--- config.mk ---
export PLATFORM = sky130hd
export DESIGN_NAME = clk_switch_ctrl
export DESIGN_NICKNAME = d
export VERILOG_FILES = /design/src/rtl/clk_switch_ctrl.sv
export SDC_FILE = /design/constraint.sdc
export NUM_CORES = 1
export LEC_CHECK = 0
export CAP_MARGIN = 20
export CORE_AREA = 2 2 53 55
export CTS_CLUSTER_SIZE = 10
export DETAILED_ROUTE_END_ITERATION = 8
export DIE_AREA = 0 0 55 57
export GPL_TIMING_DRIVEN = 0
export PLACE_DENSITY = 0.68
export SYNTH_ARGS = -nofsm -noshare
export SYNTH_HDL_FRONTEND = slang
export SYNTH_SLANG_ARGS = --single-unit
--- constraint.sdc ---
create_clock -name clk_A -period 5.4 [get_ports clk_A]
set_clock_uncertainty 0.1 [all_clocks]
set_input_delay 1.08 -clock clk_A [delete_from_list [all_inputs] [get_ports clk_A]]
set_output_delay 1.08 -clock clk_A [all_outputs]
set_load 0.02 [all_outputs]
--- src/rtl/clk_switch_ctrl.sv ---
// Request-side sequencer for the glitch-free two-clock switch.
// It checks that clk_B is alive, drives sel, then waits a guard interval before reporting done.
module clk_switch_ctrl #(
    parameter int unsigned WIN       = 64,
    parameter int unsigned MIN_EDGES = 4,
    parameter int unsigned GUARD     = 8
) (
    input  logic clk_A,
    input  logic rstn_A,
    input  logic req_valid,
    input  logic req_sel,
    output logic req_ready,
    input  logic clkb_tgl,
    output logic sel,
    output logic busy,
    output logic done,
    output logic err
);

    localparam int unsigned WIN_W = (WIN > 1) ? $clog2(WIN) : 1;
    localparam int unsigned GRD_W = $clog2(GUARD + 1);
    localparam int unsigned EDG_W = (MIN_EDGES > 0) ? $clog2(MIN_EDGES + 1) : 1;

    // Elaboration-time parameter sanity checks
    if (WIN < 2) begin : g_bad_win
        $error("clk_switch_ctrl: WIN must be >= 2");
    end
    if (MIN_EDGES < 1 || MIN_EDGES * 2 > WIN) begin : g_bad_edges
        $error("clk_switch_ctrl: MIN_EDGES must be in [1, WIN/2]");
    end
    if (GUARD < 6) begin : g_bad_guard
        $error("clk_switch_ctrl: GUARD must be >= 6");
    end

    typedef enum logic [2:0] {
        IDLE   = 3'd0,
        CHECK  = 3'd1,
        SWITCH = 3'd2,
        DONE   = 3'd3,
        ERR    = 3'd4
    } state_t;

    state_t             state;
    logic [WIN_W-1:0]   win_cnt;
    logic [EDG_W-1:0]   edge_cnt;
    logic [GRD_W-1:0]   guard_cnt;
    logic               tgl_s1;
    logic               tgl_s2;
    logic               tgl_h;
    logic               edge_det;
    logic               edge_final;

    // Any change between the last two synchronized samples of the clk_B/2 toggle
    assign edge_det   = tgl_s2 ^ tgl_h;
    assign edge_final = edge_det && (edge_cnt == EDG_W'(MIN_EDGES - 1));

    // Synchronizer, counters, state and registered outputs
    always_ff @(posedge clk_A or negedge rstn_A) begin
        if (!rstn_A) begin
            state     <= IDLE;
            win_cnt   <= '0;
            edge_cnt  <= '0;
            guard_cnt <= '0;
            tgl_s1    <= 1'b0;
            tgl_s2    <= 1'b0;
            tgl_h     <= 1'b0;
            sel       <= 1'b0;
            req_ready <= 1'b1;
            busy      <= 1'b0;
            done      <= 1'b0;
            err       <= 1'b0;
        end else begin
            tgl_s1 <= clkb_tgl;
            tgl_s2 <= tgl_s1;
            tgl_h  <= tgl_s2;
            done   <= 1'b0;
            err    <= 1'b0;

            case (state)
                IDLE: begin
                    if (req_valid && req_ready) begin
                        req_ready <= 1'b0;
                        if (req_sel == sel) begin
                            state <= DONE;
                            done  <= 1'b1;
                        end else if (req_sel) begin
                            state    <= CHECK;
                            busy     <= 1'b1;
                            win_cnt  <= '0;
                            edge_cnt <= '0;
                        end else begin
                            state     <= SWITCH;
                            busy      <= 1'b1;
                            sel       <= 1'b0;
                            guard_cnt <= '0;
                        end
                    end
                end

                CHECK: begin
                    win_cnt <= win_cnt + WIN_W'(1);
                    if (edge_det && (edge_cnt < EDG_W'(MIN_EDGES))) begin
                        edge_cnt <= edge_cnt + EDG_W'(1);
                    end
                    // A final edge in the expiry cycle still counts as alive
                    if (edge_final) begin
                        state     <= SWITCH;
                        sel       <= 1'b1;
                        guard_cnt <= '0;
                    end else if (win_cnt == WIN_W'(WIN - 1)) begin
                        state <= ERR;
                        busy  <= 1'b0;
                        err   <= 1'b1;
                    end
                end

                SWITCH: begin
                    guard_cnt <= guard_cnt + GRD_W'(1);
                    if (guard_cnt == GRD_W'(GUARD - 1)) begin
                        state <= DONE;
                        busy  <= 1'b0;
                        done  <= 1'b1;
                    end
                end

                DONE, ERR: begin
                    state     <= IDLE;
                    req_ready <= 1'b1;
                end

                default: begin
                    state     <= IDLE;
                    busy      <= 1'b0;
                    req_ready <= 1'b1;
                end
            endcase
        end
    end

endmodule

==> results.cfg <==
[run_status]
status = finished clean

[setup_path]
cpPeakStageDelay_ns = 0.56
worst_r2r_path_depth = 5
path_cells = clkdlybuf4s50_1 -> inv_1 -> ha_1 -> and3b_1 -> a21boi_0 -> or3_4 -> mux2_4
crit_type = in2reg
reg2reg_from = sel$_DFFE_PN0P_
r2r_slack_ns = 3.43
r2r-end = guard_cnt[0]$_DFFE_PN0P_
slowest_stage = clkdlybuf4s50_1
path_delay_family = buffers and inverters
crit_fanout = 5
crit_required_ns = 5.51
arrival_ns = 3.10
cp-end-kind = flip-flop
path_buf_inv = 2
cp-start-kind = input pin

[timing]
slew_violations = 0
max_freq_mhz = 334
finalHoldViolations = 0
tns_ns = 0
finalCriticalPeriod_ns = 2.99
fin_ws_ns = 2.41
rsz0062_at_grt = no
worstMarginPinSlew_ns = 0.542
fin_crit_sh_pct = 55.4
holdWs_ns = 0.270
setup_viol = 0
timing.slew.headroom_pct = 63.7

[detailed_routing]
wl_per_cell_um = 14.5
dr.first_iter.drc_count = 15
ant_nets = 0
dr.pass1.iters = 4
drc = 0
via_per_inst = 5.75
wl_um = 2390
vias = 949

[floorplan]
ioPinCount = 10
core_um2 = 2620
start_util_pct = 47.0
die-area_um2 = 3140
die_w_um = 55
std_cell_rows = 19
die_h_um = 57

[worst_hold_path]
holdCritStartpoint = tgl_s1$_DFF_PN0_
hp-class = reg2reg
hold_depth = 0
hold_end = tgl_s2$_DFF_PN0_

[global_route]
grt_pass1_wl_um = 4060
first_global_vias = 933
antenna_found_initial = 0
grt_max_degree = 25
grt_overflow = 0
grt_usage_pct = 17.4

[placed_design]
dp_cells = 160
pre_cts_slack_ns = 2.09
portBuffers = 9
place_hpwl_um = 1720
gp_congestion = 0.809

[synthesis]
synth_seq_area_share_pct = 49.0
async_reset_ff_share_pct = 100
synth_commonest_cells = dfrtp_1 (23), nor2_1 (14), nand2_1 (13), a21oi_1 (7), ha_1 (6)
yosysTopAreaCellShare_pct = 46.8
synth_fp_nets = 131
synth-edff-count = 0
yosysWarningCount = 0
syn-cell-area_um2 = 1230
syn_inst = 120
synth.most_common_cell = dfrtp_1
syn_area_per_cell_um2 = 10.2
yosys-top-cells-area = dfrtp_1 (47%), ha_1 (6.1%), nor2_1 (4.3%)
yosysUniqueCellTypes = 37
yosysTopAreaCell = dfrtp_1
synth-seq-cells = 24
synthFlopType = dfrtp_1

[clocking]
ctsHoldBuffers = 0
clock_latency_ns = 0.31
cts_buffers = 3
post_cts_resize_count = 0
path_clk_slew_ns = 0.13
cts_sinks = 24
cts_tree = yes
postCtsSetupBuffers = 0
cts_max_level = 1
cts_root_buf = clkbuf_4
clockBufferDepth = 2

[power_and_ir_drop]
peakVddDrop_mv = 0.218
power_density_nw_per_um2 = 373
p_leak_nw = 0.613

[final_layout]
antenna_cells = 0
final_cell_count_no_fill = 165
drive_gt1_share_pct = 8.96
nets = 146
nFillCells = 235
area_delta_synth_final_pct = 14.7

[flow_run]
cap_violations = 0
-- per-stage QoR --
step	total power [W]	utilization, %	instance area [um^2]
2_1_floorplan	0.000388	-	1230
3_3_place_gp	0.000425	51.9	1360
3_5_place_dp	0.000434	51.9	1360
4_1_cts	0.000527	53.3	1390
5_1_grt	0.000565	53.9	1410
6_report	0.000525	53.9	1410
-- kinds of logic after synthesis --
kind of cell	after synthesis	synth area share [%]
flops	24	49.0
fa+ha+maj	6	6.11
simple gates	43	17.9
buf+inv	9	2.75
xor+xnor	6	4.89
compound gates	30	17.3
mux	2	2.04
-- cell type report --
cell class	instances	area (um^2)	share of cell area, %
buffer	4	15.0	1.07
clock buffer	4	36.3	2.58
inverter	5	18.8	1.33
multi-input combinational	87	593	42.1
sequential	24	602	42.7
tap	31	38.8	2.75
timing repair buffer	10	105	7.46
-- power by group --
part           internal, W  leakage, nW  switching, W
Combinational    0.0000788        0.286     0.0000914
Clock            0.0000411       0.0210     0.0000533
Sequential        0.000222        0.306     0.0000383
Total             0.000342        0.613      0.000183
-- sequential cells by signal (all words and copies together), names as in the netlist --
signal and count:
sel 1, tgl_s1 1, edge_cnt 3, tgl_s2 1, win_cnt 6, busy 1, err 1, done 1
req_ready 1, state 3, tgl_h 1, guard_cnt 4
-- placed cells by master, fill, tap and decap left out, drive strengths merged, types with 3 or more instances in the layout --
cell           netlist  layout
clkbuf               4       8
o211ai               3       3
ha                   6       6
inv                  5       5
a32o                 3       3
a21oi                7       7
nand2               13      13
dfrtp               23      23
clkdlybuf4s50        0       9
o21ai                4       4
xor2                 6       6
nor2                15      15
-- worst max path at each step --
stage	from	endpoint	slack [ns]	cells past startpoint
finish	req_sel	guard_cnt[0]$_DFFE_PN0P_	2.41	7
global route	req_sel	edge_cnt[1]$_DFFE_PN0P_	2.33	7
detailed placement	req_sel	edge_cnt[1]$_DFFE_PN0P_	2.09	7
global placement	req_sel	guard_cnt[0]$_DFFE_PN0P_	2.12	7
CTS	req_sel	edge_cnt[1]$_DFFE_PN0P_	2.42	7
floorplan	req_sel	guard_cnt[0]$_DFFE_PN0P_	2.82	6
-- worst register-to-register path, delay by kind of cell (launching register included) --
family,cells,cell delay [ns]
compound gates,1,0.10
fa+ha+maj,1,0.32
flops,1,0.44
mux,1,0.26
simple gates,2,0.65
-- per-layer routing --
metal | vias to the layer above | wire, um | GRT usage (%)
met5 | - | 0 | 0
met4 | 0 | 50 | 8.01
met3 | 6 | 68 | 3.14
met1 | 462 | 1150 | 23.9
met2 | 17 | 1120 | 26.5
li1 | 464 | - | -
No activity file was read; power rests on OpenSTA's default activity.
